File: src/rtl/nes_calc_pkg.sv
// Shared types and constants for the NES-controller calculator core.
package nes_calc_pkg;

    // Entry state machine states
    typedef enum logic [1:0] {
        EDIT_A = 2'd0,
        EDIT_B = 2'd1,
        CALC   = 2'd2,
        SHOW   = 2'd3
    } state_t;

    // Arithmetic operation selected by the A/B buttons
    typedef enum logic {
        OP_ADD = 1'b0,
        OP_SUB = 1'b1
    } op_t;

    // Bit positions of each button inside the packed button vector
    localparam int NUM_BTNS   = 7;
    localparam int BTN_UP     = 0;
    localparam int BTN_DOWN   = 1;
    localparam int BTN_LEFT   = 2;
    localparam int BTN_RIGHT  = 3;
    localparam int BTN_SELECT = 4;
    localparam int BTN_A      = 5;
    localparam int BTN_B      = 6;

endpackage

File: src/rtl/nes_calc_core_btn_edge.sv
// Strobe-qualified rising-edge detector: a held button yields one press only.
module nes_btn_edge #(
    parameter int N = 7
) (
    input  logic         clk,
    input  logic         reset_n,
    input  logic         strobe_i,
    input  logic [N-1:0] sample_i,
    output logic [N-1:0] press_o
);

    logic [N-1:0] prev_q;

    // Remember the last polled levels; only a completed poll updates them
    always_ff @(posedge clk or negedge reset_n) begin
        if (!reset_n) begin
            prev_q <= '0;
        end else if (strobe_i) begin
            prev_q <= sample_i;
        end
    end

    // A press is a button newly high in this poll compared with the previous poll
    always_comb begin
        press_o = '0;
        if (strobe_i) begin
            press_o = sample_i & ~prev_q;
        end
    end

endmodule

File: src/rtl/nes_calc_core.sv
// Calculator control core: button presses drive operand entry, add/sub and display.
module nes_calc_core
    import nes_calc_pkg::*;
#(
    parameter int WIDTH    = 4,
    parameter int SATURATE = 0
) (
    input  logic             clk,
    input  logic             reset_n,
    input  logic             btn_valid,
    input  logic             btn_up,
    input  logic             btn_down,
    input  logic             btn_left,
    input  logic             btn_right,
    input  logic             btn_select,
    input  logic             btn_a,
    input  logic             btn_b,
    output logic [WIDTH-1:0] operand_a,
    output logic [WIDTH-1:0] operand_b,
    output logic [WIDTH:0]   result,
    output logic             result_valid,
    output logic             carry,
    output logic             negative,
    output logic             edit_b,
    output logic [WIDTH:0]   disp_value
);

    localparam logic [WIDTH-1:0] MAX_VAL = {WIDTH{1'b1}};
    localparam logic [WIDTH-1:0] ONE     = WIDTH'(1);

    logic [NUM_BTNS-1:0] btnSample;
    logic [NUM_BTNS-1:0] press;

    state_t            state_q, state_d;
    op_t               op_q, op_d;
    logic [WIDTH-1:0]  operandA_q, operandA_d;
    logic [WIDTH-1:0]  operandB_q, operandB_d;
    logic [WIDTH:0]    result_q, result_d;
    logic              carry_q, carry_d;
    logic              negative_q, negative_d;
    logic              resultValid_q, resultValid_d;

    logic [WIDTH:0]    addRes;
    logic [WIDTH:0]    subRes;

    assign btnSample = {btn_b, btn_a, btn_select, btn_right, btn_left, btn_down, btn_up};

    nes_btn_edge #(
        .N (NUM_BTNS)
    ) uEdge (
        .clk      (clk),
        .reset_n  (reset_n),
        .strobe_i (btn_valid),
        .sample_i (btnSample),
        .press_o  (press)
    );

    // Operand increment: wraps modulo 2^WIDTH unless clamping is enabled
    function automatic logic [WIDTH-1:0] stepUp(input logic [WIDTH-1:0] v);
        if (SATURATE != 0 && v == MAX_VAL) begin
            return v;
        end
        return v + ONE;
    endfunction

    // Operand decrement: wraps to all-ones unless clamping holds it at zero
    function automatic logic [WIDTH-1:0] stepDown(input logic [WIDTH-1:0] v);
        if (SATURATE != 0 && v == '0) begin
            return v;
        end
        return v - ONE;
    endfunction

    assign addRes = {1'b0, operandA_q} + {1'b0, operandB_q};
    assign subRes = {1'b0, operandA_q} - {1'b0, operandB_q};

    // Next-state logic: one prioritised action per poll, CALC always takes one cycle
    always_comb begin
        state_d       = state_q;
        op_d          = op_q;
        operandA_d    = operandA_q;
        operandB_d    = operandB_q;
        result_d      = result_q;
        carry_d       = carry_q;
        negative_d    = negative_q;
        resultValid_d = 1'b0;

        if (state_q == CALC) begin
            // Presses arriving now are dropped; the edge detector still records levels
            if (op_q == OP_ADD) begin
                result_d   = addRes;
                carry_d    = addRes[WIDTH];
                negative_d = 1'b0;
            end else begin
                result_d   = subRes;
                carry_d    = 1'b0;
                negative_d = (operandA_q < operandB_q);
            end
            resultValid_d = 1'b1;
            state_d       = SHOW;
        end else if (press[BTN_SELECT]) begin
            operandA_d = '0;
            operandB_d = '0;
            result_d   = '0;
            carry_d    = 1'b0;
            negative_d = 1'b0;
            state_d    = EDIT_A;
        end else if (press[BTN_A]) begin
            op_d    = OP_ADD;
            state_d = CALC;
        end else if (press[BTN_B]) begin
            op_d    = OP_SUB;
            state_d = CALC;
        end else begin
            unique case (state_q)
                EDIT_A: begin
                    if (press[BTN_RIGHT]) begin
                        state_d = EDIT_B;
                    end else if (press[BTN_UP]) begin
                        operandA_d = stepUp(operandA_q);
                    end else if (press[BTN_DOWN]) begin
                        operandA_d = stepDown(operandA_q);
                    end
                end
                EDIT_B: begin
                    if (press[BTN_LEFT]) begin
                        state_d = EDIT_A;
                    end else if (press[BTN_UP]) begin
                        operandB_d = stepUp(operandB_q);
                    end else if (press[BTN_DOWN]) begin
                        operandB_d = stepDown(operandB_q);
                    end
                end
                SHOW: begin
                    if (|press[BTN_RIGHT:BTN_UP]) begin
                        state_d = EDIT_A;
                    end
                end
                default: begin
                    state_d = state_q;
                end
            endcase
        end
    end

    // State and datapath registers; reset aborts any operation in flight
    always_ff @(posedge clk or negedge reset_n) begin
        if (!reset_n) begin
            state_q       <= EDIT_A;
            op_q          <= OP_ADD;
            operandA_q    <= '0;
            operandB_q    <= '0;
            result_q      <= '0;
            carry_q       <= 1'b0;
            negative_q    <= 1'b0;
            resultValid_q <= 1'b0;
        end else begin
            state_q       <= state_d;
            op_q          <= op_d;
            operandA_q    <= operandA_d;
            operandB_q    <= operandB_d;
            result_q      <= result_d;
            carry_q       <= carry_d;
            negative_q    <= negative_d;
            resultValid_q <= resultValid_d;
        end
    end

    // Display follows the operand being edited, otherwise the last result
    always_comb begin
        disp_value = result_q;
        if (state_q == EDIT_A) begin
            disp_value = {1'b0, operandA_q};
        end else if (state_q == EDIT_B) begin
            disp_value = {1'b0, operandB_q};
        end
    end

    assign operand_a    = operandA_q;
    assign operand_b    = operandB_q;
    assign result       = result_q;
    assign result_valid = resultValid_q;
    assign carry        = carry_q;
    assign negative     = negative_q;
    assign edit_b       = (state_q == EDIT_B);

endmodule

File: config.mk
export PLATFORM = sky130hd
export DESIGN_NAME = nes_calc_core
export DESIGN_NICKNAME = d
export VERILOG_FILES = /design/src/rtl/nes_calc_pkg.sv /design/src/rtl/nes_calc_core_btn_edge.sv /design/src/rtl/nes_calc_core.sv
export SDC_FILE = /design/constraint.sdc
export NUM_CORES = 1
export LEC_CHECK = 0
export ABC_AREA = 1
export CORE_MARGIN = 2
export CORE_UTILIZATION = 32
export CTS_CLUSTER_SIZE = 20
export DETAILED_ROUTE_END_ITERATION = 16
export GPL_TIMING_DRIVEN = 0
export SETUP_SLACK_MARGIN = 0.02
export SLEW_MARGIN = 20
export SYNTH_ARGS = -nofsm -noshare
export SYNTH_HDL_FRONTEND = slang
export SYNTH_SLANG_ARGS = --single-unit
export TNS_END_PERCENT = 1
File: constraint.sdc
create_clock -name clk -period 4.8 [get_ports clk]
set_input_delay 1.2 -clock clk [delete_from_list [all_inputs] [get_ports clk]]
set_output_delay 1.2 -clock clk [all_outputs]
set_load 0.05 [all_outputs]
# Yosys cells after proc, flatten, opt, wreduce, memory -nomap -nowiden
# Cells that the tools add are included.
[totals] ff_bits=26 out_inout_bits=22
[op_classes] add_sub_neg=6 n_lt_le_gt_ge=1 eq_ne=10 muxes=36 bitwise_logic=4 reduce_logical=12
[ops] cell="2-to-1 mux 4 bit" n=14
[ops] cell="2-to-1 mux 5 bit" n=5
[ops] cell="2-to-1 mux 2 bit" n=7
[ops] cell="inequality test 6 bit (second input constant)" n=2
[ops] cell="AND reduction 6 bit" n=2
[ops] cell="adder 4 x 1 -> 4 bit (second input constant)" n=2
[ops] cell="2-to-1 mux 1 bit" n=8
[ops] cell="nonzero test 2 bit" n=4
[ops] cell="subtractor 4 x 1 -> 4 bit (second input constant)" n=2
[ops] cell="AND 7 bit" n=1
[ops] cell="2-to-1 mux 7 bit" n=1
[ops] cell="NOT 7 bit" n=1
[ops] cell="nonzero test 7 bit" n=1
[ops] cell="inequality test 6 x 1 -> 1 bit (second input constant)" n=1
[ops] cell="case mux 2 bit (3 select lines)" n=1
[ops] cell="adder 4 x 4 -> 5 bit" n=1
[ops] cell="subtractor 4 x 4 -> 5 bit" n=1
[ops] cell="equality test 2 bit (second input constant)" n=2
[ops] cell="< comparator 4 bit" n=1
[ops] cell="inequality test 2 x 1 -> 1 bit (second input constant)" n=2
[ops] cell="inequality test 2 bit (second input constant)" n=2
[ops] cell="AND reduction 4 bit" n=1
[ops] cell="OR reduction 4 bit" n=1
[ops] cell="AND reduction 3 bit" n=1
[ops] cell="4 further kinds" n=5

# Depth between registers and ports, before layout
# Gate-level depths: netlist of run 1.
[depth] depth_word=10 mapped_depth=12 depth_no_buf=12

# Modules after synthesis
# A second synthesis of run 1 with hierarchy kept.
[hier_totals] hier_cells=223 hier_area_um2=1793.0
[modules_own_cells] module="nes_calc_core" instances=1 cells_per_inst=186 area_each_um2=1497.7
[modules_own_cells] module="nes_btn_edge" instances=1 cells_per_inst=37 area_each_um2=295.3

# Worst setup path after synthesis of run 1
# Ideal clock, no wire load.
[synth_timing] path_type="flip-flop to output port" from="reg state_q[1]" to="out disp_value[4]" arrival_ns=1.881 t_required_ns=3.600 setup_slack_ns=1.719 path_stages_with_launch=3 n_path_buf=0 path_cell_list="dfrtp_1 nor2_4 nor3b_1"
[synth_between] elab_chain_len=3 elab_cells_between_ends=4 classes_between="eq/ne (1); mux (2); reduce/logical (1)"
[synth_lines] element="start: declaration" line="nes_calc_core.sv:34" rtl="state_t state_q, state_d;"
[synth_lines] element="start signal: assignment" line="nes_calc_core.sv:158" rtl="state_q <= state_d;"
[synth_lines] element="equality test 2 x 1 -> 1 bit"
[synth_lines] element="net edit_b" line="nes_calc_core.sv:24" rtl="output logic edit_b,"
[synth_lines] element="2-to-1 mux 5 bit" line="nes_calc_core.sv:174" rtl="end else if (state_q == EDIT_B) begin"
[synth_lines] element="2-to-1 mux 5 bit" line="nes_calc_core.sv:172" rtl="if (state_q == EDIT_A) begin"
[synth_lines] element="end: declaration" line="nes_calc_core.sv:25" rtl="output logic [WIDTH:0] disp_value"
# The timed path passes the listed nets, and every way through them passes these cells.

# Final worst setup path of run 1
[layout_timing] from="reg state_q[1]" to="out disp_value[0]"
[layout_between] elab_chain_len=3 elab_cells_between_ends=4 classes_between="eq/ne (1); mux (2); reduce/logical (1)"
[layout_lines] element="equality test 2 x 1 -> 1 bit" line="nes_calc_core.sv:174"
[layout_lines] element="2-to-1 mux 5 bit" line="nes_calc_core.sv:174"
[layout_lines] element="2-to-1 mux 5 bit *" line="nes_calc_core.sv:172"
# Every way passes the cells marked *; elsewhere a longest branch is shown, timed or not.

==> out/results.txt, run 1 <==
Leading cell type in the layout, fill and taps excluded: nand2_1. The worst setup path is launched from a register. The startpoint identified for the worst register-to-register timing path is uEdge.prev_q[0]. For this design, the CTS-stage hold fixing added 0 buffers. The average instance in the mapped netlist occupies 7.76 µm².

The logs give 0 for the post-CTS setup-driven buffer insertion count and 2.18 ns for the worst path arrival time. In this run the tightest slew margin relative to its limit is 61.2%. The endpoint identified for the worst register-to-register timing path is operand_b[3]. Once the clock tree was built, the resizer swapped 0 gates to a different size. The path class of the tightest hold or removal check is reg2reg.

The worst setup path is captured at a primary output. Of the available clock period, the critical path in the final layout requires 70.4%. TritonCTS built the clock tree.

The run gives 0 as the count of synthesis-stage warnings from yosys. Traced cell by cell, the critical path runs through inv_1 -> o211ai_1 -> clkdlybuf4s50_1. The routed design has 4210 µm of wire. The tools report the count of filler cells inserted in the layout as 574.

The area growth from synthesis to layout is 25.1%. For the post-layout worst setup margin, the log shows 1.42 ns. The post-detailed-route wirelength per cell was 12.5 µm. The pre-antenna-repair detailed-routing pass consisted of 4 iterations. The congestion estimate from routability-driven global placement came to 0.851. The most area-hungry cell type in the Yosys netlist was dfrtp_1. The count of buffer and inverter cells on the critical path came out at 2.

The overall global routing resource usage is 14.9%, and the count of input and output buffers is 31. The sequential cells in the finished layout cover a total of 651 µm². The first global-routing pass estimated 7400 µm of wire.

The worst setup path startpoint was state_q[1]. The count of routing violations after the opening detailed-route iteration is 83. Shortest clock period the worst path allows after layout: 3.38 ns. The logs give 1.59 ns for the post-place setup slack and 27 for the number of rows created at floorplan.

The clock-pin transition on the worst setup and hold timing paths is 0.09 ns. Clock tree synthesis selected as its root buffer the cell clkbuf_8. Using the TritonRoute via totals, the vias-per-cell ratio works out to 4.58. The required time at the endpoint of the critical path came out at 3.60 ns.

The most critical setup path has its endpoint at disp_value[0]. Number of failing hold endpoints at the final stage: 0. The top fanout value on the critical path is 7.

The die span in x is 78.9 µm. The run gives 0 as the final count of pins violating max slew. When the netlist entered floorplanning its net count stood at 257. The share of final-layout standard cells stronger than drive strength 1 works out to 8.27%. Static timing analysis puts the maximum clock frequency at 296 MHz.

In the layout the commonest cells are 66 x nand2_1, 31 x inv_1, 30 x clkdlybuf4s50_1, 26 x dfrtp_1, 19 x nand3_1. The logs give 0.296 mV for the maximum ir drop on the vdd rail and 26 for the CTS sink count. The clock reaches the later pin of the worst-skew pair after 0.27 ns. Summed over all failing endpoints, the final setup total negative slack is 0 ns. The detailed placement HPWL is 3270 µm, and the deepest level of the CTS H-tree is 1. In the post-synthesis netlist, the biggest area contributors are dfrtp_1 36%, nand2_1 14%, ha_1 8.4%.

Counting flops and latches in the post-synthesis netlist gives 26. The total area of multi-input combinational cells was 992 µm²; the largest net degree at the start of global routing was 27. For this design the ratio of total power to cell area is 745 nW/µm². In this design, the stage delay of the slowest critical-path cell is 0.87 ns. The post-synth design cell area is 1790 µm², and the number of top-level pins is 32. The slew of the pin with the lowest slew margin works out to 0.583 ns.

The tools report the total congestion overflow as 0. The critical path runs through a total of 3 cells. The worst reg-to-reg path cell count is 12, and the DRC violation count after routing is 0.

The full die area is 6220 µm². Once the floorplan was initialized, standard cells occupied 32.8% of the core. Buffers inserted during clock tree synthesis total 3. The worst setup path is of the reg2out kind.

The number of nets with antenna violations after detailed routing is 0, and the leakage power total is 1.13 nW. Setup repair after global routing left no endpoint under its margin. Count of unique library cells instantiated by Yosys: 27. The via count of the first global-routing pass is 1504, and the core occupancy in the finished layout is 41.0%. The number of antenna violations at the first check in global routing came out at 0. The tools report the slack of the worst reg-to-reg path as 3.02 ns. Setup violations remaining at the end of the flow were counted as 0.

For the number of maximum-capacitance constraint violations, the log shows 0. The die is 78.9 µm tall. The number of vias after detailed routing was 1547; the area share of the leading cell type in the synthesized netlist was 36.3%. The worst-path cell with the longest stage delay was clkdlybuf4s50_1. Cell class contributing the biggest share of worst-path delay: buffers and inverters.

The worst setup skew after layout was 0.00178 ns; the final layout net count was 293. The region available for standard cell placement spans 5470 µm². The run gives 36.3% as the sequential fraction of the synthesis area. The run finished with clean final reports.

The number of antenna diodes in the final layout is 0. The clock passes through at most 2 buffers. Synthesis produced a netlist whose cell count is 231.
[per-layer routing]
layer,wire length (µm),global-route usage (%),part of all wire (%)
met1,2060,20.8,49
met2,1970,23.8,47
met3,135,1.59,3.2
met4,52,5.69,1.2
met5,0,0,0
[flip-flops by register name, summed over array words and instances, names as in the netlist]
name,flops
op_q,1
carry,1
negative,1
uEdge.prev_q,7
result_valid,1
operand_b,4
result,5
operand_a,4
state_q,2
[kinds of logic after synthesis]
| family | Yosys count | share of synthesized area, % |
|---|---|---|
| fa+ha+maj | 16 | 12.8 |
| buf+inv | 36 | 8.37 |
| compound gates | 36 | 11.4 |
| flops | 26 | 36.3 |
| simple gates | 115 | 30.1 |
| xor+xnor | 2 | 0.977 |
[stage by stage]
stage | std cells | hold WS [ns] | area [µm²] | total power, mW
floorplan | 231 | 0.491 | 1790 | 1.20
global placement | 334 | 0.463 | 2190 | 1.52
detailed placement | 334 | 0.472 | 2190 | 1.53
CTS | 338 | 0.494 | 2240 | 1.68
global route | 338 | 0.520 | 2240 | 1.82
finish | 338 | 0.494 | 2240 | 1.67
[synth_stat cells]
cell type / count
dfrtp_1: 26
nor2_8: 1
xnor2_1: 2
o21ai_0: 18
clkbuf_1: 1
nand2_1: 66
buf_6: 2
o21ai_1: 1
nand3_1: 19
a22oi_1: 1
ha_1: 12
a21oi_1: 7
nor2_1: 16
nor3b_1: 1
nand2_4: 3
o211ai_1: 4
nor2_4: 3
nor2_2: 1
inv_2: 2
nand3_2: 1
nand2_2: 4
inv_1: 31
a21o_1: 1
o31ai_1: 1
a32o_1: 1
fa_1: 4
o22ai_1: 2
[worst register-to-register path: stages (launching register included)]
cell	delay (ns)
dfrtp_1	0.40
inv_1	0.07
nand3_1	0.24
ha_1	0.43
nand2_1	0.08
nand2_1	0.04
nor2_1	0.14
inv_1	0.06
nand2_1	0.05
nand2_1	0.05
nor2_1	0.08
nand2_1	0.05
nand2_1	0.05
[report_power, final]
part | switching, mW | internal, mW | total (mW)
Combinational | 0.739 | 0.385 | 1.12
Sequential | 0.106 | 0.295 | 0.401
Clock | 0.0727 | 0.0734 | 0.146
Total | 0.917 | 0.754 | 1.67
[worst min path at each step]
stage	start	cells past startpoint	to	slack, ns
finish	carry	2	carry	0.49
global route	negative	1	negative	0.52
CTS	carry	2	carry	0.49
detailed placement	negative	1	negative	0.47
global placement	negative	1	negative	0.46
floorplan	uEdge.prev_q[2]	2	uEdge.prev_q[2]	0.49
[final cells by class]
cell class,instances,share of cell area (%)
Multi-Input combinational cell,169,44.2
Sequential cell,26,29.0
Timing Repair Buffer,31,13.6
Inverter,33,5.52
Tap cell,72,4.02
Clock buffer,4,2.45
Buffer,3,1.17
(Power assumes the default switching activity.)
==> run 2, diff against run 1 <==
==> constraint.sdc (replaced) <==
create_clock -name clk -period 3.1 [get_ports clk]
set_input_delay 0.775 -clock clk [delete_from_list [all_inputs] [get_ports clk]]
set_output_delay 0.775 -clock clk [all_outputs]
set_load 0.05 [all_outputs]
==> results of run 2 <==
Same layout as run 1 (identical final DEF). Status: complete, no violations.
Main changes from that run: setup slack after placement 1.59 ns -> 0.314 ns; setup slack after layout 1.42 ns -> 0.144 ns; hold slack 0.494 ns -> 0.488 ns; register-to-register setup slack 3.02 ns -> 1.32 ns; total power 1.67 mW -> 2.59 mW; worst IR drop on VDD 0.296 mV -> 0.458 mV
